File: src/rtl/nn_mem_req_arbiter_if.sv
// Core-side request/response bundle for two requesters plus the memory-side port.
// slave is the arbiter's view; master is the requesters' and memory's view.
interface nn_mem_req_arbiter_if #(
  parameter int ADDR_WIDTH   = 32,
  parameter int LINE_WIDTH   = 32,
  parameter int CREG_ID_BITS = 3
);
  localparam int L = CREG_ID_BITS - 1;

  logic [1:0]                 rq_valid;
  logic [1:0][ADDR_WIDTH-1:0] rq_addr;
  logic [1:0][LINE_WIDTH-1:0] rq_data;
  logic [1:0]                 rq_rw;
  logic [1:0][L-1:0]          rq_id;
  logic [1:0]                 rq_ready;

  logic [1:0]                 rs_valid;
  logic [1:0][LINE_WIDTH-1:0] rs_data;
  logic [1:0][L-1:0]          rs_id;

  logic [ADDR_WIDTH-1:0]      m_addr;
  logic [LINE_WIDTH-1:0]      m_data;
  logic                       m_rw;
  logic                       m_valid;
  logic [CREG_ID_BITS-1:0]    m_id;
  logic [LINE_WIDTH-1:0]      m_rdata;
  logic [CREG_ID_BITS-1:0]    m_rid;
  logic                       m_rready;
  logic                       m_stall;

  modport slave (
    input  rq_valid, rq_addr, rq_data, rq_rw, rq_id,
    output rq_ready,
    output rs_valid, rs_data, rs_id,
    output m_addr, m_data, m_rw, m_valid, m_id,
    input  m_rdata, m_rid, m_rready, m_stall
  );

  modport master (
    output rq_valid, rq_addr, rq_data, rq_rw, rq_id,
    input  rq_ready,
    input  rs_valid, rs_data, rs_id,
    input  m_addr, m_data, m_rw, m_valid, m_id,
    output m_rdata, m_rid, m_rready, m_stall
  );
endinterface

File: src/rtl/nn_mem_req_arbiter.sv
// Two-port round-robin arbiter feeding mem_ctrl_wrapper: one held output request,
// responses routed back by id MSB, per-port outstanding throttling.

// Per-port outstanding counter; room is high while another response-bearing request fits.
module nn_mem_req_arbiter_cnt #(
  parameter int MAX_OUT = 4
) (
  input  logic clk,
  input  logic reset,
  input  logic inc,
  input  logic dec,
  output logic room
);
  localparam int CW = $clog2(MAX_OUT + 1);
  localparam logic [CW-1:0] MAX_C = CW'(MAX_OUT);

  logic [CW-1:0] cnt;

  assign room = (cnt < MAX_C);

  always_ff @(posedge clk) begin
    if (!reset) begin
      cnt <= '0;
    end else if (inc && !dec) begin
      if (cnt != MAX_C) cnt <= cnt + 1'b1;
    end else if (dec && !inc) begin
      if (cnt != '0) cnt <= cnt - 1'b1;
    end
  end

  // Overflow/underflow means the requester or memory broke the id contract.
  always_ff @(posedge clk) begin
    if (reset) begin
      assert (!(dec && !inc && cnt == '0));
      assert (!(inc && !dec && cnt == MAX_C));
    end
  end
endmodule

module nn_mem_req_arbiter #(
  parameter int ADDR_WIDTH   = 32,
  parameter int LINE_WIDTH   = 32,
  parameter int CREG_ID_BITS = 3,
  parameter int MAX_OUT      = 4,
  parameter int WRITE_ACK    = 1
) (
  input  logic               clk,
  input  logic               reset,
  nn_mem_req_arbiter_if.slave bus
);
  localparam int L = CREG_ID_BITS - 1;

  typedef struct packed {
    logic [ADDR_WIDTH-1:0]   addr;
    logic [LINE_WIDTH-1:0]   data;
    logic                    rw;
    logic [CREG_ID_BITS-1:0] id;
  } mreq_t;

  mreq_t      mreq_q, mreq_nxt;
  logic       m_valid_q;
  logic       rr;
  logic       load_en, sel, rsp_port;
  logic [1:0] room, elig, grant, inc, dec;

  logic [1:0]                 rs_valid_q;
  logic [1:0][LINE_WIDTH-1:0] rs_data_q;
  logic [1:0][L-1:0]          rs_id_q;

  assign rsp_port = bus.m_rid[CREG_ID_BITS-1];

  always_comb begin
    load_en = !m_valid_q || !bus.m_stall;
    elig    = bus.rq_valid & room;
    // Under contention the port that did not win last time goes first.
    grant   = (elig == 2'b11) ? (rr ? 2'b01 : 2'b10) : elig;
    sel     = grant[1];
    mreq_nxt.addr = bus.rq_addr[sel];
    mreq_nxt.data = bus.rq_data[sel];
    mreq_nxt.rw   = bus.rq_rw[sel];
    mreq_nxt.id   = {sel, bus.rq_id[sel]};
  end

  assign bus.rq_ready = {2{reset & load_en}} & grant;

  always_ff @(posedge clk) begin
    if (!reset) begin
      mreq_q    <= '0;
      m_valid_q <= 1'b0;
      rr        <= 1'b0;
    end else if (load_en) begin
      if (|grant) begin
        mreq_q    <= mreq_nxt;
        m_valid_q <= 1'b1;
        rr        <= sel;
      end else begin
        m_valid_q <= 1'b0;
      end
    end
  end

  always_ff @(posedge clk) begin
    if (!reset) begin
      rs_valid_q <= '0;
      rs_data_q  <= '0;
      rs_id_q    <= '0;
    end else begin
      rs_valid_q <= '0;
      if (bus.m_rready) begin
        rs_valid_q[rsp_port] <= 1'b1;
        rs_data_q[rsp_port]  <= bus.m_rdata;
        rs_id_q[rsp_port]    <= bus.m_rid[L-1:0];
      end
    end
  end

  genvar p;
  generate
    for (p = 0; p < 2; p++) begin : g_port
      // Writes only occupy an id slot when memory acknowledges them.
      assign inc[p] = bus.rq_ready[p] & (!bus.rq_rw[p] | (WRITE_ACK != 0));
      assign dec[p] = bus.m_rready & (rsp_port == 1'(p));

      nn_mem_req_arbiter_cnt #(.MAX_OUT(MAX_OUT)) u_cnt (
        .clk   (clk),
        .reset (reset),
        .inc   (inc[p]),
        .dec   (dec[p]),
        .room  (room[p])
      );
    end
  endgenerate

  assign bus.m_addr   = mreq_q.addr;
  assign bus.m_data   = mreq_q.data;
  assign bus.m_rw     = mreq_q.rw;
  assign bus.m_id     = mreq_q.id;
  assign bus.m_valid  = m_valid_q;
  assign bus.rs_valid = rs_valid_q;
  assign bus.rs_data  = rs_data_q;
  assign bus.rs_id    = rs_id_q;
endmodule

File: src/flat_wrapper.sv
// flat-port wrapper written by rule: the top's interface ports become plain ports
module nn_mem_req_arbiter_flat 
#(
  parameter int ADDR_WIDTH   = 32,
  parameter int LINE_WIDTH   = 32,
  parameter int CREG_ID_BITS = 3,
  parameter int MAX_OUT      = 4,
  parameter int WRITE_ACK    = 1
)
  (clk, reset, bus_rq_valid, bus_rq_addr, bus_rq_data, bus_rq_rw, bus_rq_id, bus_rq_ready, bus_rs_valid, bus_rs_data, bus_rs_id, bus_m_addr, bus_m_data, bus_m_rw, bus_m_valid, bus_m_id, bus_m_rdata, bus_m_rid, bus_m_rready, bus_m_stall);
  nn_mem_req_arbiter_if #(.ADDR_WIDTH(ADDR_WIDTH), .LINE_WIDTH(LINE_WIDTH), .CREG_ID_BITS(CREG_ID_BITS)) bus_i ();
  input  logic clk;
  input  logic reset;
  input wire logic [$bits(bus_i.rq_valid)-1:0] bus_rq_valid;
  input wire logic [$bits(bus_i.rq_addr)-1:0] bus_rq_addr;
  input wire logic [$bits(bus_i.rq_data)-1:0] bus_rq_data;
  input wire logic [$bits(bus_i.rq_rw)-1:0] bus_rq_rw;
  input wire logic [$bits(bus_i.rq_id)-1:0] bus_rq_id;
  output wire logic [$bits(bus_i.rq_ready)-1:0] bus_rq_ready;
  output wire logic [$bits(bus_i.rs_valid)-1:0] bus_rs_valid;
  output wire logic [$bits(bus_i.rs_data)-1:0] bus_rs_data;
  output wire logic [$bits(bus_i.rs_id)-1:0] bus_rs_id;
  output wire logic [$bits(bus_i.m_addr)-1:0] bus_m_addr;
  output wire logic [$bits(bus_i.m_data)-1:0] bus_m_data;
  output wire logic [$bits(bus_i.m_rw)-1:0] bus_m_rw;
  output wire logic [$bits(bus_i.m_valid)-1:0] bus_m_valid;
  output wire logic [$bits(bus_i.m_id)-1:0] bus_m_id;
  input wire logic [$bits(bus_i.m_rdata)-1:0] bus_m_rdata;
  input wire logic [$bits(bus_i.m_rid)-1:0] bus_m_rid;
  input wire logic [$bits(bus_i.m_rready)-1:0] bus_m_rready;
  input wire logic [$bits(bus_i.m_stall)-1:0] bus_m_stall;
  assign bus_i.rq_valid = bus_rq_valid;
  assign bus_i.rq_addr = bus_rq_addr;
  assign bus_i.rq_data = bus_rq_data;
  assign bus_i.rq_rw = bus_rq_rw;
  assign bus_i.rq_id = bus_rq_id;
  assign bus_rq_ready = bus_i.rq_ready;
  assign bus_rs_valid = bus_i.rs_valid;
  assign bus_rs_data = bus_i.rs_data;
  assign bus_rs_id = bus_i.rs_id;
  assign bus_m_addr = bus_i.m_addr;
  assign bus_m_data = bus_i.m_data;
  assign bus_m_rw = bus_i.m_rw;
  assign bus_m_valid = bus_i.m_valid;
  assign bus_m_id = bus_i.m_id;
  assign bus_i.m_rdata = bus_m_rdata;
  assign bus_i.m_rid = bus_m_rid;
  assign bus_i.m_rready = bus_m_rready;
  assign bus_i.m_stall = bus_m_stall;
  nn_mem_req_arbiter #(.ADDR_WIDTH(ADDR_WIDTH), .LINE_WIDTH(LINE_WIDTH), .CREG_ID_BITS(CREG_ID_BITS), .MAX_OUT(MAX_OUT), .WRITE_ACK(WRITE_ACK)) u_core (.clk(clk), .reset(reset), .bus(bus_i));
endmodule
File: config.mk
export PLATFORM = sky130hd
export DESIGN_NAME = nn_mem_req_arbiter_flat
export DESIGN_NICKNAME = d
export VERILOG_FILES = /design/src/rtl/nn_mem_req_arbiter_if.sv /design/src/rtl/nn_mem_req_arbiter.sv /design/src/flat_wrapper.sv
export SDC_FILE = /design/constraint.sdc
export NUM_CORES = 1
export LEC_CHECK = 0
export BUFFER_PORTS_ARGS = -buffer_cell sky130_fd_sc_hd__buf_2
export CORE_ASPECT_RATIO = 0.8
export CORE_MARGIN = 2
export CORE_UTILIZATION = 40
export CTS_CLUSTER_SIZE = 30
export DETAILED_ROUTE_END_ITERATION = 16
export GPL_TIMING_DRIVEN = 0
export HOLD_SLACK_MARGIN = 0.15
export MAX_ROUTING_LAYER = met4
export PLACE_DENSITY = 0.73
export SLEW_MARGIN = 30
export SYNTH_ARGS = -nofsm -noshare
export SYNTH_HDL_FRONTEND = slang
export SYNTH_SLANG_ARGS = --single-unit
File: constraint.sdc
create_clock -name clk -period 6.1 [get_ports clk]
set_input_delay 0.61 -clock clk [delete_from_list [all_inputs] [get_ports clk]]
set_output_delay 0.61 -clock clk [all_outputs]
set_load 0.01 [all_outputs]
## Word level (Yosys, flattened, before mapping)

Cells that the tools add are included.

- Add/sub/neg operators: 4
- Order comparisons: 5
- Equal/unequal tests: 5
- Multiplexer cells: 27
- Bitwise gates (word level): 6
- Reductions and logical operators: 23

Operators with widths:

| cell | count |
|---|---|
| $mux W32 | 5 |
| $bwmux W64 | 1 |
| $demux W32 S1 | 1 |
| $mux W3 | 8 |
| $mux W2 | 5 |
| $reduce_bool A2 Y1 | 4 |
| $add A3 B1 Y3 const B | 2 |
| $logic_not A1 Y1 | 6 |
| $lt A3 B3 Y1 const B | 2 |
| $ne A3 B3 Y1 const B | 2 |
| $reduce_and A3 Y1 | 2 |
| $reduce_bool A3 Y1 | 2 |
| $sub A3 B1 Y3 const B | 2 |
| $logic_and A1 B1 Y1 | 5 |
| $and A2 B2 Y2 | 2 |
| $bwmux W4 | 1 |
| $lt A1 B2 Y1 const B | 2 |
| $mux W1 | 4 |
| $ne A2 B1 Y1 const B | 2 |
| $reduce_and A2 Y1 | 2 |
| $and A1 B1 Y1 | 3 |
| $demux W2 S1 | 1 |
| $eq A2 B2 Y1 const B | 1 |
| $reduce_or A2 Y1 | 1 |
| 4 further kinds | 4 |

- Flip-flop bits (word level): 146
- Input bits: 175
- Output and inout port bits: 141

## Depth between registers and ports, before layout

Gate-level depths: netlist (run 1).

- Depth after elaboration: 9
- Depth in mapped cells: 11
- Gate-level depth less buffers: 10

## By module

A second synthesis (run 1) with hierarchy kept.

- Cell total of the unflattened synthesis: 696
- Area total of the unflattened synthesis: 6580.1 µm²

By module, submodules not included:

| module | times used | cells each | area each (µm²) |
|---|---|---|---|
| nn_mem_req_arbiter | 1 | 646 | 6184.7 |
| nn_mem_req_arbiter_cnt | 2 | 25 | 197.7 |

## Worst setup path after synthesis (run 1)

No wires, ideal clock.

- Path type: input -> register
- From: input reset
- To: register u_core.g_port[0].u_cnt.cnt[2]
- Arrival time: 2.535 ns
- Setup slack: 3.507 ns
- Stages on the path: 11
- Buffers on the path: 2
- Path through: clkbuf_1 -> clkbuf_1 -> nand2_1 -> nor3_1 -> ha_1 -> inv_1 -> fa_1 -> nor2_1 -> o21ai_0 -> a21oi_1 -> o211a_1

- Cells in the longest elaborated chain, start to end: 6

Ends and longest elaborated chain:

| element | line | RTL |
|---|---|---|
| from (decl) | flat_wrapper.sv:13 | `input logic reset;` |
| $and A1 B1 Y1 * | nn_mem_req_arbiter.sv:84 | `assign bus.rq_ready = {2{reset & load_en}} & grant;` |
| $and A2 B2 Y2 * | nn_mem_req_arbiter.sv:84 |  |
| named net u_core.g_port[0].u_cnt.inc | nn_mem_req_arbiter.sv:10 | `input logic inc,` |
| $logic_not A1 Y1 | nn_mem_req_arbiter.sv:26 | `end else if (dec && !inc) begin` |
| $logic_and A1 B1 Y1 | nn_mem_req_arbiter.sv:26 |  |
| $reduce_bool A2 Y1 (no source line) | - |  |
| $reduce_and A3 Y1 (no source line) | - |  |
| to (signal assigned) | nn_mem_req_arbiter.sv:25 | `if (cnt != MAX_C) cnt <= cnt + 1'b1;` |
| to (signal assigned) | nn_mem_req_arbiter.sv:27 | `if (cnt != '0) cnt <= cnt - 1'b1;` |
| to (decl) | nn_mem_req_arbiter.sv:17 | `logic [CW-1:0] cnt;` |

The timed path passes the listed nets; every way through them passes the cells marked *.
A chain may end at the register's enable or synchronous reset.

## Worst setup path in the final report (run 1)

Ends and elaborated chain as after synthesis.

==> impl_metrics.py, run 1 <==
metrics = {
    "pwr": {
        "peakVddDrop_mv": 0.229,
        "power_density_nw_per_um2": 316,
        "p_leak_nw": 3.92,
    },
    "routing": {
        "wl_per_cell_um": 16.2,
        "dr.pass1.iters": 5,
        "ant_nets": 0,
        "wl_um": 20500,
        "detail_route.vias_per_cell": 5.12,
        "dr.first_iter.drc_count": 447,
        "via_count": 6494,
        "drc": 0,
    },
    "sta": {
        "setup_viol_count_final": 0,
        "layout_setup_ws_ns": 3.17,
        "slew_violations": 0,
        "worst_pin_slew_ns": 0.612,
        "slew-limit-headroom_pct": 59.2,
        "fin_skew_ns": 0.00926,
        "clock.fmax_ghz": 0.342,
        "final.period_utilization_pct": 48.0,
        "finalCriticalPeriod_ns": 2.93,
        "setup_tns_ns": 0,
        "finalHoldViolCount": 0,
        "rsz0062_at_grt": "false",
    },
    "place": {
        "hpwlAfterDp_um": 15700,
        "pre_cts_slack_ns": 2.78,
        "numPortBuffers": 314,
        "routabilityCongestion": 0.934,
        "dpl.cell_count": 1235,
    },
    "floorplan": {
        "num_rows": 38,
        "num_io_pins": 316,
        "initial_core_util_pct": 41.4,
        "die_area_sq_um": 15200,
        "die_x_um": 137,
        "core_sq_um": 13700,
        "die_height_um": 111,
    },
    "worst_setup_path": {
        "r2r-start": "u_core.g_port[1].u_cnt.cnt[2]$_SDFFE_PN0P_",
        "cp_common_cell": "clkbuf_1",
        "arrival_ns": 3.29,
        "path_cells": "clkbuf_1, clkbuf_1, nand2_1, nor3_1, ha_1, inv_1, fa_1, nor2_1, o21ai_0, a21oi_1, o211a_1",
        "cp_slowest_cell": "clkbuf_1",
        "critPathBufInv": 3,
        "critPathLaunchType": "input pin",
        "reg2reg_setup_slack_ns": 3.57,
        "critPathKind": "input pin to flip-flop",
        "endpoint_kind": "flip-flop",
        "cpPeakStageDelay_ns": 0.48,
        "critPathMaxFanout": 10,
        "path_delay_family": "buffers and inverters",
        "cp-startpoint": "reset",
        "crit_required_ns": 6.46,
    },
    "clock_tree": {
        "numCtsBuffers": 17,
        "cts_max_level": 4,
        "clock_latency_ns": 0.42,
        "cts_sinks": 145,
        "cts_root_buffer": "clkbuf_16",
        "tritoncts": "built",
        "clk_pin_slew_ns": 0.06,
        "clk_path_buf_depth": 2,
        "cts_resized": 0,
        "post_cts_buffers": 0,
        "cts_hold_buffers": 0,
    },
    "min_path": {
        "min-delay-start": "bus_m_rdata[11]",
        "hp-class": "input pin to flip-flop",
    },
    "layout": {
        "nets": 1253,
        "post-route-util_pct": 58.9,
        "fin_cells": 1269,
        "drive_above_1_share_pct": 34.8,
        "nFillCells": 1308,
        "area_delta_synth_final_pct": 42.3,
    },
    "logic_synthesis": {
        "syn_area_sq_um": 5690,
        "postSynthCellCount": 741,
        "synth_nets": 920,
        "synth_area_per_cell_sq_um": 7.68,
        "ys_ff_latch": 145,
        "synth_seq_area_share_pct": 51.0,
        "yosys_warnings": 0,
        "netlist-cell-type-count": 27,
    },
    "flow_run": {
        "maxCapViolCount": 0,
    },
    "global_route": {
        "grt_pass1_vias": 6042,
        "grt_first_pass_wirelength_um": 31400,
        "grt_start_max_net_pins": 17,
        "grtUsageMet1_pct": 35.6,
        "grt_use_total_pct": 27.4,
        "grt_antenna_before_repair": 2,
        "top_usage_layer": "met2",
        "grt_util_met2_pct": 40.8,
        "grtUsageMet3_pct": 6.54,
        "overflow": 0,
    },
    "outcome": {
        "status": "finished clean",
    },
}
==> metrics by stage <==
| step | area, sq um | hold WS [ns] | power (W) |
|---|---|---|---|
| 2_1_floorplan | 5690 | 0.481 | 0.00130 |
| 3_3_place_gp | 7490 | 0.439 | 0.00150 |
| 3_5_place_dp | 7490 | 0.444 | 0.00150 |
| 4_1_cts | 8090 | 0.426 | 0.00257 |
| 5_1_grt | 8100 | 0.433 | 0.00267 |
| 6_report | 8100 | 0.437 | 0.00256 |
==> synthesized netlist by cell type <==
cell type	instances	area, sq um
clkinv_1	2	7.51
xor2_1	2	17.5
o221a_2	2	22.5
nand3_1	2	10.0
nand2b_1	2	12.5
buf_2	23	115
mux2i_1	1	10.0
dfxtp_1	145	2900
inv_1	3	11.3
ha_1	2	25.0
nand3b_1	1	7.51
nor2_1	13	48.8
o21ai_0	32	160
o21ai_1	41	205
a31oi_1	68	425
nand2_1	279	1050
buf_1	6	22.5
clkbuf_1	25	93.8
buf_6	2	22.5
nor2b_1	2	12.5
a21oi_1	74	370
and2_1	2	12.5
fa_1	2	40.0
nor3_1	1	5.00
buf_4	6	45.0
a21boi_4	1	18.8
o211a_1	2	20.0
==> report_power, final <==
| part | leakage (nW) | switching, W | internal (W) |
|---|---|---|---|
| Sequential | 1.20 | 0.0000405 | 0.00102 |
| Clock | 0.291 | 0.000417 | 0.000657 |
| Combinational | 2.44 | 0.000256 | 0.000172 |
| Total | 3.92 | 0.000713 | 0.00185 |
==> cells in the final DEF, fill, tap and decap left out, types with 13 or more instances in the layout <==
cell	netlist	layout
a21oi_1	74	74
nand2_1	279	279
clkbuf_1	25	27
a31oi_1	68	68
o21ai_0	32	32
o21ai_1	41	41
dfxtp_1	145	145
nor2_1	13	13
clkbuf_16	0	17
buf_2	23	337
==> area by class of cell <==
type / count / area (sq um) / share of cell area, %
antenna: 2 / 5.00 / 0.0618
buffer: 62 / 299 / 3.69
clock buffer: 20 / 447 / 5.52
clock inverter: 12 / 159 / 1.96
inverter: 5 / 18.8 / 0.232
multi-input combinational: 529 / 2470 / 30.5
sequential: 145 / 2900 / 35.8
tap: 180 / 225 / 2.78
timing repair buffer: 314 / 1570 / 19.4
==> worst paths after layout <==
path | endpoint | cells after the start
worst max-delay path | u_core.g_port[0].u_cnt.cnt[2]$_SDFFE_PN0P_ | 11
worst min-delay path | u_core.bus.rs_data[43]$_SDFFE_PN0N_ | 3
worst max register to register | u_core.g_port[1].u_cnt.cnt[2]$_SDFFE_PN0P_ | 11
worst min register to register | u_core.bus.rs_data[3]$_SDFFE_PN0N_ | 2
==> worst reg2reg max path: cells and delay by family (launching register included) <==
family          cells  cell delay, ns
fa+ha+maj           2            0.70
buf+inv             2            0.38
simple gates        4            0.67
flops               1            0.35
compound gates      3            0.35
==> per-layer routing <==
| layer | vias to the layer above | share of wire (%) | wire length [um] |
|---|---|---|---|
| met1 | 3008 | 44 | 9020 |
| met3 | 51 | 7.3 | 1490 |
| met2 | 278 | 45 | 9340 |
| li1 | 3157 | - | - |
| met4 | 0 | 3.4 | 689 |
| met5 | - | 0 | 0 |
==> kinds of logic after synthesis <==
kind of cell	Yosys count	share of synthesized area, %
buffers and inverters	67	5.58
AO/OA/AOI/OAI	220	21.5
XOR/XNOR	2	0.308
adder cells (fa/ha/maj)	4	1.14
AND/OR/NAND/NOR	302	20.3
multiplexers	1	0.176
flip-flops	145	51.0
==> sequential cells by signal (all words and copies together) (netlist names) <==
signal,count
u_core.bus.m_addr,32
u_core.bus.m_data,32
u_core.bus.m_id,2
u_core.bus.m_rw,1
u_core.bus.m_valid,1
u_core.bus.rs_data,64
u_core.bus.rs_id,4
u_core.bus.rs_valid,2
u_core.g_port.u_cnt.cnt,6
u_core.rr,1
Note: power is estimated with default switching activity, not from simulation.
==> run 2: changes to the inputs <==
==> constraint.sdc (replaced) <==
create_clock -name clk -period 2.7 [get_ports clk]
set_input_delay 0.27 -clock clk [delete_from_list [all_inputs] [get_ports clk]]
set_output_delay 0.27 -clock clk [all_outputs]
set_load 0.01 [all_outputs]
==> impl_metrics.py, run 2 (synthesis results as in run 1) <==
metrics = {
    "outcome": {
        "status": "finished clean",
    },
    "layout": {
        "mostFrequentLayoutCell": "buf_2",
        "fin_cells": 1434,
        "num_antenna_cells": 0,
        "largest_register_ffs": 64,
        "nets": 1420,
        "area_delta_synth_final_pct": 71.6,
        "mostFrequentLayoutCells": "337 x buf_2, 279 x nand2_1, 167 x dlygate4sd3_1, 145 x dfxtp_1, 74 x a21oi_1",
        "nFillCells": 1044,
        "drive_above_1_share_pct": 30.3,
    },
    "global_route": {
        "grt_pass1_vias": 7411,
        "grt_start_max_net_pins": 17,
        "grt_antenna_before_repair": 0,
        "overflow": 0,
        "grt_use_total_pct": 32.9,
        "grt_first_pass_wirelength_um": 38000,
    },
    "clock_tree": {
        "clk_pin_slew_ns": 0.06,
        "cts_root_buffer": "clkbuf_16",
        "clock_latency_ns": 0.42,
        "cts_sinks": 145,
        "clk_path_buf_depth": 2,
        "numCtsBuffers": 17,
        "post_cts_buffers": 0,
        "tritoncts": "built",
        "cts_max_level": 4,
    },
    "routing": {
        "dr.pass1.iters": 5,
        "dr.first_iter.drc_count": 629,
        "ant_nets": 0,
        "detail_route.vias_per_cell": 5.21,
        "via_count": 7464,
        "drc": 0,
        "wl_um": 24100,
        "wl_per_cell_um": 16.8,
    },
    "min_path": {
        "worstHoldEndpoint": "u_core.bus.m_addr[4]$_SDFFE_PN0P_",
        "hp-class": "input pin to flip-flop",
        "min-delay-start": "bus_rq_addr[4]",
        "hold_depth": 3,
    },
    "place": {
        "pre_cts_slack_ns": -0.284,
        "hpwlAfterDp_um": 15700,
        "numPortBuffers": 314,
        "dpl.cell_count": 1235,
        "routabilityCongestion": 0.934,
    },
    "worst_setup_path": {
        "critPathBufInv": 2,
        "r2r_cells": 10,
        "endpoint_kind": "flip-flop",
        "cp_slowest_cell": "fa_1",
        "crit_cells": 10,
        "path_cells": "nor2b_1, nand2_1, clkbuf_1, nor2_2, ha_1, inv_1, fa_1, a21oi_1, nand3_1, o211a_1",
        "path_delay_family": "adder cells",
        "critPathMaxFanout": 10,
        "crit_required_ns": 3.01,
        "r2r-end": "u_core.g_port[1].u_cnt.cnt[2]$_SDFFE_PN0P_",
        "critPathKind": "flip-flop to flip-flop",
        "reg2reg_setup_slack_ns": 0.20,
        "r2r-start": "u_core.g_port[1].u_cnt.cnt[2]$_SDFFE_PN0P_",
        "critPathLaunchType": "flip-flop",
        "arrival_ns": 2.81,
        "cpPeakStageDelay_ns": 0.42,
    },
    "pwr": {
        "sw_frac_of_total_pct": 28.0,
        "p_sw_w": 0.00171,
        "peakVddDrop_mv": 0.506,
        "power_density_nw_per_um2": 626,
        "pwr-share-clk_pct": 39.9,
        "p_leak_nw": 4.72,
        "intPower_w": 0.00440,
        "power_frac_seq_pct": 39.4,
        "p_comb_share_pct": 20.8,
    },
    "floorplan": {
        "core_sq_um": 13700,
        "num_io_pins": 316,
        "die_height_um": 111,
        "num_rows": 38,
        "initial_core_util_pct": 41.4,
        "die_x_um": 137,
        "die_area_sq_um": 15200,
    },
    "sta": {
        "rsz0062_at_grt": "true",
        "layout_setup_ws_ns": 0.197,
        "clock.fmax_ghz": 0.400,
        "final.period_utilization_pct": 92.7,
        "finalCriticalPeriod_ns": 2.50,
        "worst_pin_slew_ns": 0.634,
        "slew-limit-headroom_pct": 57.7,
        "slew_violations": 0,
        "setup_viol_count_final": 0,
        "finalHoldViolCount": 0,
        "fin_skew_ns": 0.00939,
    },
    "flow_run": {
        "maxCapViolCount": 0,
    },
}
## run 2: cell types whose count changed in the layout (fill, tap and decap cells not counted), sizes merged
cell / change
dlygate4sd3: +167
diode: -2
## run 2: how the worst max path moves through the flow
stage                                                     from                                          to  slack [ns]
CTS                                                      reset  u_core.g_port[0].u_cnt.cnt[2]$_SDFFE_PN0P_        0.12
global route                                             reset  u_core.g_port[0].u_cnt.cnt[2]$_SDFFE_PN0P_      -0.002
global placement                                         reset  u_core.g_port[0].u_cnt.cnt[2]$_SDFFE_PN0P_       -0.33
finish              u_core.g_port[1].u_cnt.cnt[2]$_SDFFE_PN0P_  u_core.g_port[1].u_cnt.cnt[2]$_SDFFE_PN0P_        0.20
detailed placement                                       reset  u_core.g_port[0].u_cnt.cnt[2]$_SDFFE_PN0P_       -0.28
floorplan                                                reset  u_core.g_port[0].u_cnt.cnt[2]$_SDFFE_PN0P_        0.45
## run 2: stage by stage
stage               hold slack, ns  total power, W  setup TNS [ns]  cell area [sq um]  utilization, %
finish                       0.173         0.00611               0               9770            71.1
global route                 0.178         0.00636        -0.00226               9770            71.1
CTS                          0.160         0.00607               0               9770            71.1
detailed placement           0.444         0.00340          -0.720               7490            54.5
global placement             0.439         0.00338          -0.831               7490            54.5
floorplan                    0.406         0.00294               0               5690               -
## run 2: layer usage
layer | up-vias | share of wire [%] | global-route usage (%)
met2 | 387 | 47 | 50.0
met1 | 3477 | 41 | 39.3
met4 | 0 | 4.9 | 18.1
met3 | 106 | 7.3 | 8.92
li1 | 3494 | - | -
met5 | - | 0 | -
## run 2: what timing repair did
item,in CTS,in global routing
gates resized for setup,0,3
endpoints found under the hold margin,135,0
endpoints found under the setup margin,0,2
hold buffers,167,0
## run 2: area by class of cell
cell class	count	area, sq um	area share [%]
plain buffers	62	300	3.07
clock buffers	20	447	4.57
clock inverters	12	159	1.63
inverters	5	18.8	0.192
multi-input cells	529	2470	25.3
flip-flops and latches	145	2900	29.7
well taps	180	225	2.31
repair buffers	481	3240	33.2
## run 2: worst reg2reg max path, cell delays in order, from the launching register on
cell      delay [ns]
dfxtp_1         0.35
nor2b_1         0.17
nand2_1         0.14
clkbuf_1        0.33
nor2_2          0.24
ha_1            0.27
inv_1           0.09
fa_1            0.42
a21oi_1         0.18
nand3_1         0.09
o211a_1         0.13
## run 2: power by group through the flow
| stage | logic (W) | clock network (W) | registers, W |
|---|---|---|---|
| after global routing | 0.00138 | 0.00256 | 0.00242 |
| final | 0.00127 | 0.00244 | 0.00241 |
| after global placement | 0.000949 | 0 | 0.00244 |
| after detailed placement | 0.000959 | 0 | 0.00244 |
| after CTS | 0.00122 | 0.00245 | 0.00240 |
| after floorplan | 0.000434 | 0 | 0.00251 |
==> run 3: changes to the inputs <==
--- a/config.mk
+++ b/config.mk
@@ -6,7 +6,7 @@
 export NUM_CORES = 1
 export LEC_CHECK = 0
 export BUFFER_PORTS_ARGS = -buffer_cell sky130_fd_sc_hd__buf_2
-export CORE_ASPECT_RATIO = 0.8
+export CORE_ASPECT_RATIO = 1.1
 export CORE_MARGIN = 2
 export CORE_UTILIZATION = 40
 export CTS_CLUSTER_SIZE = 30
==> impl_metrics.py, run 3 (synthesis results as in run 1) <==
metrics = {
    "clock_tree": {
        "cts_max_level": 4,
        "cts_root_buffer": "clkbuf_16",
        "post_cts_buffers": 0,
        "clock_latency_ns": 0.42,
        "cts_sinks": 145,
        "clk_path_buf_depth": 2,
        "clk_pin_slew_ns": 0.06,
        "numCtsBuffers": 17,
        "tritoncts": "built",
    },
    "global_route": {
        "grt_use_total_pct": 31.4,
        "overflow": 0,
        "grt_first_pass_wirelength_um": 37000,
        "grt_start_max_net_pins": 17,
        "grt_antenna_before_repair": 1,
        "grt_pass1_vias": 7393,
    },
    "sta": {
        "finalHoldViolCount": 0,
        "rsz0062_at_grt": "false",
        "setup_viol_count_final": 0,
        "clock.fmax_ghz": 0.410,
        "final.period_utilization_pct": 90.3,
        "slew-limit-headroom_pct": 56.0,
        "slew_violations": 0,
        "finalCriticalPeriod_ns": 2.44,
        "worst_hold_slack_ns": 0.219,
        "layout_setup_ws_ns": 0.263,
        "worst_pin_slew_ns": 0.660,
        "fin_skew_ns": 0.0106,
    },
    "flow_run": {
        "maxCapViolCount": 0,
    },
    "worst_setup_path": {
        "critPathLaunchType": "input pin",
        "critPathKind": "input pin to flip-flop",
        "r2r_cells": 11,
        "critPathMaxFanout": 10,
        "arrival_ns": 2.79,
        "critPathBufInv": 3,
        "cp-startpoint": "reset",
        "r2r-end": "u_core.g_port[1].u_cnt.cnt[2]$_SDFFE_PN0P_",
        "crit_required_ns": 3.06,
        "cpPeakStageDelay_ns": 0.49,
        "critical_path.endpoint": "u_core.g_port[0].u_cnt.cnt[2]$_SDFFE_PN0P_",
        "crit_cells": 11,
        "reg2reg_setup_slack_ns": 0.27,
        "cp_slowest_cell": "clkbuf_1",
        "path_delay_family": "buffers and inverters",
        "r2r-start": "u_core.g_port[0].u_cnt.cnt[2]$_SDFFE_PN0P_",
        "path_cells": "clkbuf_1, clkbuf_1, nand2_1, nor3_1, ha_1, inv_1, fa_1, nor2_1, o21ai_0, a21oi_1, o211a_1",
        "cp_common_cell": "clkbuf_1",
        "endpoint_kind": "flip-flop",
    },
    "layout": {
        "mostFrequentLayoutCell": "buf_2",
        "largest_register_ffs": 64,
        "design_area_sq_um": 9800,
        "mostFrequentLayoutCells": "338 x buf_2, 279 x nand2_1, 168 x dlygate4sd3_1, 145 x dfxtp_1, 74 x a21oi_1",
        "nFillCells": 1023,
        "area_delta_synth_final_pct": 72.1,
        "drive_above_1_share_pct": 30.3,
        "nets": 1421,
        "fin_cells": 1443,
    },
    "routing": {
        "wl_um": 24000,
        "drc": 0,
        "dr.pass1.iters": 5,
        "route.met3.wl_um": 1450,
        "routed-wl-met2_um": 12200,
        "via_count": 7468,
        "wl_met1_um": 9210,
        "top_layer_used": "met4",
        "dr.first_iter.drc_count": 656,
        "detail_route.vias_per_cell": 5.18,
        "wl_per_cell_um": 16.6,
        "ant_nets": 0,
    },
    "floorplan": {
        "num_io_pins": 316,
        "initial_core_util_pct": 41.1,
        "die_height_um": 129,
        "core_sq_um": 13900,
        "die_x_um": 118,
        "num_rows": 45,
        "die_area_sq_um": 15200,
    },
    "place": {
        "routabilityCongestion": 0.905,
        "dpl.cell_count": 1243,
        "pre_cts_slack_ns": -0.142,
        "numPortBuffers": 314,
        "hpwlAfterDp_um": 14700,
        "dpl-instance-area_sq_um": 7500,
    },
    "pwr": {
        "p_leak_nw": 4.74,
        "power_density_nw_per_um2": 627,
        "peakVddDrop_mv": 0.441,
    },
    "outcome": {
        "status": "finished clean",
    },
    "min_path": {
        "hp-class": "input pin to flip-flop",
    },
}
==> run 3: how the worst min path moves through the flow <==
stage                                          endpoint  cells after the start  slack [ns]                           startpoint
global placement     u_core.bus.rs_data[9]$_SDFFE_PN0N_                      2        0.44   u_core.bus.rs_data[9]$_SDFFE_PN0N_
detailed placement  u_core.bus.rs_data[17]$_SDFFE_PN0N_                      2        0.44  u_core.bus.rs_data[17]$_SDFFE_PN0N_
finish                  u_core.bus.m_valid$_SDFFE_PN0N_                      3        0.22                          bus_m_stall
floorplan            u_core.bus.rs_data[0]$_SDFFE_PN0N_                      2        0.41                       bus_m_rdata[0]
CTS                     u_core.bus.m_valid$_SDFFE_PN0N_                      3        0.20                          bus_m_stall
global route            u_core.bus.m_valid$_SDFFE_PN0N_                      3        0.24                          bus_m_stall
==> run 3: what timing repair did <==
item                                   in CTS  in global routing
hold buffers                              168                  0
endpoints found under the hold margin     135                  0
resized for setup                           0                  5
setup endpoints to repair                   0                  2
==> run 3: layout make-up <==
class | instances | area [sq um] | area share [%]
Timing Repair Buffer | 482 | 3250 | 33.2
Clock inverter | 11 | 163 | 1.66
Buffer | 62 | 300 | 3.06
Inverter | 5 | 18.8 | 0.192
Tap cell | 188 | 235 | 2.40
Sequential cell | 145 | 2900 | 29.6
Clock buffer | 20 | 447 | 4.56
Multi-Input combinational cell | 529 | 2480 | 25.3
Antenna cell | 1 | 2.50 | 0.0255
==> run 3: worst reg2reg max path, cell delays in order (launching register included) <==
cell and delay, ns:
dfxtp_1 0.39, nand3b_1 0.16, nand2_1 0.20, buf_2 0.27, nor2_2 0.17, ha_2 0.25
inv_1 0.08, fa_1 0.42, nor2_1 0.10, o21ai_0 0.08, a21oi_1 0.13, o211a_1 0.14
==> run 3: per-stage QoR <==
step | TNS [ns] | power (W) | util [%]
2_1_floorplan | 0 | 0.00294 | -
3_3_place_gp | -0.236 | 0.00338 | 54.1
3_5_place_dp | -0.315 | 0.00339 | 54.1
4_1_cts | 0 | 0.00608 | 70.7
5_1_grt | 0 | 0.00638 | 70.7
6_report | 0 | 0.00615 | 70.7
==> run 3: layer usage <==
metal  vias up  global-route usage [%]
li1       3487                       -
met1      3482                    34.2
met2       411                    54.4
met3        88                    5.85
met4         0                    17.8
met5         -                       -
==> run 3: where the power goes <==
part           total (W)  internal, W  switching (W)
clock            0.00247      0.00156       0.000906
sequential       0.00240      0.00231      0.0000936
combinational    0.00128     0.000614       0.000664
